==> config.mk <==
export PLATFORM = sky130hd
export DESIGN_NAME = video_timing_gen
export DESIGN_NICKNAME = d
export VERILOG_FILES = /design/src/rtl/video_timing_gen.sv
export SDC_FILE = /design/constraint.sdc
export NUM_CORES = 1
export LEC_CHECK = 0
export ABC_CLOCK_PERIOD_IN_PS = 5990
export BUFFER_PORTS_ARGS = -buffer_cell sky130_fd_sc_hd__buf_2
export CAP_MARGIN = 0
export CELL_PAD_IN_SITES_DETAIL_PLACEMENT = 1
export CELL_PAD_IN_SITES_GLOBAL_PLACEMENT = 1
export CORE_MARGIN = 4
export CORE_UTILIZATION = 46
export CTS_BUF_LIST = sky130_fd_sc_hd__clkbuf_16
export DETAILED_ROUTE_END_ITERATION = 10
export GPL_ROUTABILITY_DRIVEN = 0
export GPL_TIMING_DRIVEN = 1
export PLACE_DENSITY_LB_ADDON = 0.1
export SYNTH_ARGS = -nofsm -noshare
export SYNTH_HDL_FRONTEND = slang
export SYNTH_SLANG_ARGS = --single-unit
==> constraint.sdc <==
create_clock -name fpga_CLK_AUX -period 5.99 [get_ports fpga_CLK_AUX]
set_input_delay 0.2995 -clock fpga_CLK_AUX [delete_from_list [all_inputs] [get_ports fpga_CLK_AUX]]
set_output_delay 0.2995 -clock fpga_CLK_AUX [all_outputs]
set_load 0.02 [all_outputs]
==> src/rtl/video_timing_gen.sv <==
// -----------------------------------------------------------------------------
// video_timing_gen
// Raster timing generator for the video display path. It walks a pixel
// position (h, v) across a frame of H_TOTAL x V_TOTAL clocks and decodes
// sync, blanking, display-enable and coordinate outputs from it. A small
// start/stop FSM ensures a frame in progress always runs to its last pixel
// before the generator goes idle when enable is dropped.
//
// Ports:
//   fpga_CLK_AUX  in   pixel clock
//   n_rst         in   asynchronous active-low reset
//   enable        in   video-on request, synchronous to fpga_CLK_AUX
//   hsync         out  horizontal sync, active level HS_POL
//   vsync         out  vertical sync, active level VS_POL
//   de            out  display enable, 1 inside the active area
//   blank         out  ~de while running, 1 when idle
//   x_pos         out  pixel column (raw h counter)
//   y_pos         out  pixel line (raw v counter)
//   line_start    out  one-cycle pulse at h=0 of every line
//   frame_start   out  one-cycle pulse at h=0, v=0
//   running       out  1 while a frame is being generated
// All outputs are registered and describe the same (h, v) position.
// -----------------------------------------------------------------------------
module video_timing_gen #(
  parameter int   H_DISP  = 800,
  parameter int   H_FP    = 40,
  parameter int   H_SYNC  = 48,
  parameter int   H_BP    = 40,
  parameter int   V_DISP  = 480,
  parameter int   V_FP    = 13,
  parameter int   V_SYNC  = 3,
  parameter int   V_BP    = 29,
  parameter logic HS_POL  = 1'b0,
  parameter logic VS_POL  = 1'b0,
  localparam int  H_TOTAL = H_DISP + H_FP + H_SYNC + H_BP,
  localparam int  V_TOTAL = V_DISP + V_FP + V_SYNC + V_BP,
  localparam int  HW      = $clog2(H_TOTAL),
  localparam int  VW      = $clog2(V_TOTAL)
) (
  input  logic          fpga_CLK_AUX,
  input  logic          n_rst,
  input  logic          enable,
  output logic          hsync,
  output logic          vsync,
  output logic          de,
  output logic          blank,
  output logic [HW-1:0] x_pos,
  output logic [VW-1:0] y_pos,
  output logic          line_start,
  output logic          frame_start,
  output logic          running
);

  // Sync windows as half-open ranges [START, END)
  localparam int HS_START = H_DISP + H_FP;
  localparam int HS_END   = HS_START + H_SYNC;
  localparam int VS_START = V_DISP + V_FP;
  localparam int VS_END   = VS_START + V_SYNC;

  localparam logic [HW-1:0] H_ONE = HW'(32'd1);
  localparam logic [VW-1:0] V_ONE = VW'(32'd1);

  typedef enum logic [1:0] {
    ST_IDLE     = 2'd0,
    ST_RUN      = 2'd1,
    ST_STOPPING = 2'd2
  } state_t;

  state_t        state_r, state_nxt_s;
  logic [HW-1:0] h_r, h_nxt_s, h_adv_s;
  logic [VW-1:0] v_r, v_nxt_s, v_adv_s;
  logic          h_last_s, v_last_s;

  logic [31:0]   h_i_s, v_i_s;
  logic          act_s;
  logic          hsync_nxt_s, vsync_nxt_s, de_nxt_s;
  logic          line_start_nxt_s, frame_start_nxt_s;

  logic          hsync_r, vsync_r, de_r, blank_r;
  logic          line_start_r, frame_start_r, running_r;
  logic [HW-1:0] x_pos_r;
  logic [VW-1:0] y_pos_r;

  // Next-state and next-position logic of the start/stop FSM
  always_comb begin
    h_last_s    = (32'(h_r) == 32'(H_TOTAL - 1));
    v_last_s    = (32'(v_r) == 32'(V_TOTAL - 1));
    h_adv_s     = h_last_s ? {HW{1'b0}} : (h_r + H_ONE);
    if (h_last_s) begin
      v_adv_s = v_last_s ? {VW{1'b0}} : (v_r + V_ONE);
    end else begin
      v_adv_s = v_r;
    end
    state_nxt_s = ST_IDLE;
    h_nxt_s     = {HW{1'b0}};
    v_nxt_s     = {VW{1'b0}};
    case (state_r)
      ST_IDLE: begin
        // Leaving idle always starts at (0,0), so the first running
        // cycle carries frame_start.
        if (enable) begin
          state_nxt_s = ST_RUN;
        end else begin
          state_nxt_s = ST_IDLE;
        end
      end
      ST_RUN: begin
        h_nxt_s = h_adv_s;
        v_nxt_s = v_adv_s;
        if (enable) begin
          state_nxt_s = ST_RUN;
        end else begin
          state_nxt_s = ST_STOPPING;
        end
      end
      ST_STOPPING: begin
        // Only the last pixel of a frame may end the run; elsewhere the
        // counters keep going so no line or frame is ever truncated.
        h_nxt_s = h_adv_s;
        v_nxt_s = v_adv_s;
        if (enable) begin
          state_nxt_s = ST_RUN;
        end else if (h_last_s && v_last_s) begin
          state_nxt_s = ST_IDLE;
        end else begin
          state_nxt_s = ST_STOPPING;
        end
      end
      default: begin
        state_nxt_s = ST_IDLE;
      end
    endcase
  end

  // Decode the outputs for the position the counters move to next, so the
  // registered outputs line up with the registered counters
  always_comb begin
    act_s = (state_nxt_s != ST_IDLE);
    h_i_s = 32'(h_nxt_s);
    v_i_s = 32'(v_nxt_s);
    de_nxt_s = act_s && (h_i_s < 32'(H_DISP)) && (v_i_s < 32'(V_DISP));
    if (act_s && (h_i_s >= 32'(HS_START)) && (h_i_s < 32'(HS_END))) begin
      hsync_nxt_s = HS_POL;
    end else begin
      hsync_nxt_s = ~HS_POL;
    end
    if (act_s && (v_i_s >= 32'(VS_START)) && (v_i_s < 32'(VS_END))) begin
      vsync_nxt_s = VS_POL;
    end else begin
      vsync_nxt_s = ~VS_POL;
    end
    line_start_nxt_s  = act_s && (h_nxt_s == {HW{1'b0}});
    frame_start_nxt_s = line_start_nxt_s && (v_nxt_s == {VW{1'b0}});
  end

  // State, counter and output registers; reset forces idle values at once
  always_ff @(posedge fpga_CLK_AUX or negedge n_rst) begin
    if (!n_rst) begin
      state_r       <= ST_IDLE;
      h_r           <= {HW{1'b0}};
      v_r           <= {VW{1'b0}};
      hsync_r       <= ~HS_POL;
      vsync_r       <= ~VS_POL;
      de_r          <= 1'b0;
      blank_r       <= 1'b1;
      x_pos_r       <= {HW{1'b0}};
      y_pos_r       <= {VW{1'b0}};
      line_start_r  <= 1'b0;
      frame_start_r <= 1'b0;
      running_r     <= 1'b0;
    end else begin
      state_r       <= state_nxt_s;
      h_r           <= h_nxt_s;
      v_r           <= v_nxt_s;
      hsync_r       <= hsync_nxt_s;
      vsync_r       <= vsync_nxt_s;
      de_r          <= de_nxt_s;
      blank_r       <= ~de_nxt_s;
      x_pos_r       <= h_nxt_s;
      y_pos_r       <= v_nxt_s;
      line_start_r  <= line_start_nxt_s;
      frame_start_r <= frame_start_nxt_s;
      running_r     <= act_s;
    end
  end

  assign hsync       = hsync_r;
  assign vsync       = vsync_r;
  assign de          = de_r;
  assign blank       = blank_r;
  assign x_pos       = x_pos_r;
  assign y_pos       = y_pos_r;
  assign line_start  = line_start_r;
  assign frame_start = frame_start_r;
  assign running     = running_r;

endmodule

==> reports/qor.yml <==
status: "finished, final reports clean"
worst_pin_slew_ps: 649
cp_cell_sequence: "ha_1 -> nand4_1 -> or3_1 -> nand2_1 -> a31oi_1 -> nor4_2 -> nor4b_1"
synthTopCellsByArea: "dfrtp_1, xnor2_1, ha_1"
fin_util: 0.566
clkSlewWorstSetupHoldPaths_ps: 50
ys_ff_latch: 29
grt_pass1_vias: 1686
finalClockSkew_ps: 4.82
synth-main-ff-cell: "dfrtp_1"
io_buffers: 29
cellLeakagePower_nw: 0.929
power_frac_clock: 0.393
reg2reg_depth: 7
hp-class: "input pin to asynchronous set/reset pin"
synth-compound-area-share: 0.113
die_y_microns: 69.8
antenna_found_initial: 0
yosysWarnings: 0
cts_max_path_buffers: 2
grt_max_degree: 30
drc: 0
final.setup.tns_ps: 0
io_pins: 30
die_area_sq_mm: 0.00487
wl_per_cell_microns: 17.9
viasPerCell: 5.86
synth_xor_area_frac: 0.0899
synth_top_family_by_area: "simple AND/OR/NAND/NOR gates"
worstPathArrival_ps: 2950
cts-resized-gates: 0
slew_headroom: 0.562
vias: 1530
routed_wl_mm: 4.66
postCtsSetupRepairBufs: 0
p_comb_frac: 0.263
layout-drive-gt1-share: 0.230
slew_viol_final: 0
detailed_place_hpwl_mm: 3.43
synth.area.mux_share: 0
postCtsHoldBufs: 0
synth-adder-area-share: 0.0499
finalSetupViolations: 0
nets: 222
rrSetupSlack_ps: 3180
startpoint_type: "flop"
cts_made_buffers: 5
synth.distinct_cells: 47
core_sq_mm: 0.00366
gr-total-overflow: 0
cp-end-kind: "flop"
grt_pass1_wl_mm: 8.30
cp_slowest_cell: "or3_1"
min_period_over_period: 0.469
max_stage_delay_ps: 620
cts.sinks: 29
cts_max_level: 2
syn_area_per_cell_sq_um: 9.59
grt_usage: 0.213
drt_iter0_drc: 103
initial_core_util: 0.479
clockRootBuffer: "clkbuf_16"
wl_met1_mm: 1.93
rr_endpoint: "frame_start"
path_max_fanout: 10
switching_share: 0.316
synthArstFlopShare: 1.00
insertion_delay_ps: 270
internal_power_mw: 0.478
fp.dieW_microns: 69.8
cap_violations: 0
ys_seq_area_frac: 0.416
vdd_drop_max_uv: 217
fp-row-count: 22
timing.rr.start: "x_pos[0]"
rsz0062_at_grt: "false"
yosys.area_share.simple: 0.282
yosys.area.top_type: "dfrtp_1"
area_growth_syn_to_layout_pct: 18.2
hold_viol: 0
p_per_area_mw_per_mm2: 337
worstSetupPathType: "flop to flop"
maxUsedRoutingLayer: "met4"
crit_required_ps: 6130
fmax_mhz: 356
route.met2.wl_mm: 2.50
synthesis.area_sq_mm: 0.00175
cts_tree: "yes"
synth_enable_flop_cells: 0
switchingPower_mw: 0.220
wl_met3_microns: 152
ant_nets: 0
insertedDiodeCount: 0
netlist_instances: 183
netlist.area_leader.share: 0.371
min_period_ps: 2810
synth_nets: 193
seq_power_share: 0.345
firstDrtPassIters: 4
-- cell usage in the layout, fill, tap and decap left out, types with 3 or more instances in the layout --
cell type  synthesis  layout
xor2_1             6       6
a21oi_1            3       3
nand4_1            7       7
nand3_1           11      11
nor3_1             6       6
nand2_1           10      10
ha_1               7       7
inv_1             10      11
nor4b_1            3       3
dfrtp_1           26      26
and3_1             3       3
buf_2              0      29
nor2_1            21      21
and2_1             3       3
xnor2_1           12      12
o21ai_0            5       5
clkbuf_16          0       5
dfstp_2            3       3
a31oi_1            4       4
or3_1              4       4
-- cell usage after synthesis, drive strengths merged, types with 4 or more instances --
cell type   n
nor4        4
o21ai       6
nor2       21
xnor2      12
dfrtp      26
clkbuf      4
nand2      10
ha          7
nand3      11
nand4       7
inv        10
a21oi       4
a31oi       4
or3         4
nor3        7
xor2        6
-- area by class of cell --
| type | count | area [sq um] |
|---|---|---|
| multi-input combinational | 137 | 938 |
| sequential | 29 | 729 |
| tap | 48 | 60.1 |
| fill | 423 | 1590 |
| inverter | 10 | 37.5 |
| clock inverter | 3 | 37.5 |
| timing repair buffer | 29 | 145 |
| clock buffer | 5 | 125 |
-- registers in the layout, indices dropped and copies added, names as in the netlist --
register,count
de,1
blank,1
running,1
frame_start,1
vsync,1
y_pos,10
hsync,1
line_start,1
state_r,2
x_pos,10
-- power by group through the flow --
stage	clock network, mW	logic (mW)	registers (mW)
2_1_floorplan	0	0.102	0.272
3_3_place_gp	0	0.176	0.242
3_5_place_dp	0	0.182	0.245
4_1_cts	0.279	0.185	0.241
5_1_grt	0.292	0.204	0.246
6_report	0.274	0.183	0.241
-- per-stage QoR --
stage	hold WS, ps	cell area [sq um]	power [mW]	instances	setup WS (ps)
after floorplan	3.91	1750	0.374	183	3520
after global placement	350	1910	0.418	253	3370
after detailed placement	362	1910	0.427	253	3210
after CTS	76.1	2070	0.705	261	3180
after global routing	113	2070	0.741	261	2880
final	64.0	2070	0.698	261	3180
-- worst max-delay path, delay by kind of cell (launching register included) --
family / cells / cell delay, ps
AND/OR/NAND/NOR: 5 / 1890
flip-flops: 1 / 440
adder cells (fa/ha/maj): 1 / 240
AO/OA/AOI/OAI: 1 / 120
-- logic make-up after synthesis --
kind of cell / after synthesis
DFF: 29
buffers and inverters: 17
and+or+nand+nor: 87
adders and majority gates: 7
AOI/OAI and AO/OA: 25
xor gates and xnor gates: 18
-- layer usage --
layer / GRT usage / up-vias
li1: - / 713
met1: 0.253 / 776
met2: 0.378 / 33
met3: 0.0435 / 8
met4: 0.0787 / 0
met5: 0 / -
-- how the worst max path moves through the flow --
stage / slack [ps] / depth (start not counted) / from / to
6_report: 3180 / 7 / x_pos[0] / frame_start
5_1_grt: 2880 / 7 / x_pos[0] / frame_start
4_1_cts: 3180 / 7 / x_pos[0] / frame_start
3_5_place_dp: 3210 / 7 / x_pos[0] / blank
3_3_place_gp: 3370 / 6 / x_pos[5] / frame_start
2_1_floorplan: 3520 / 9 / x_pos[0] / blank
Power figures use the tool's default switching activity.
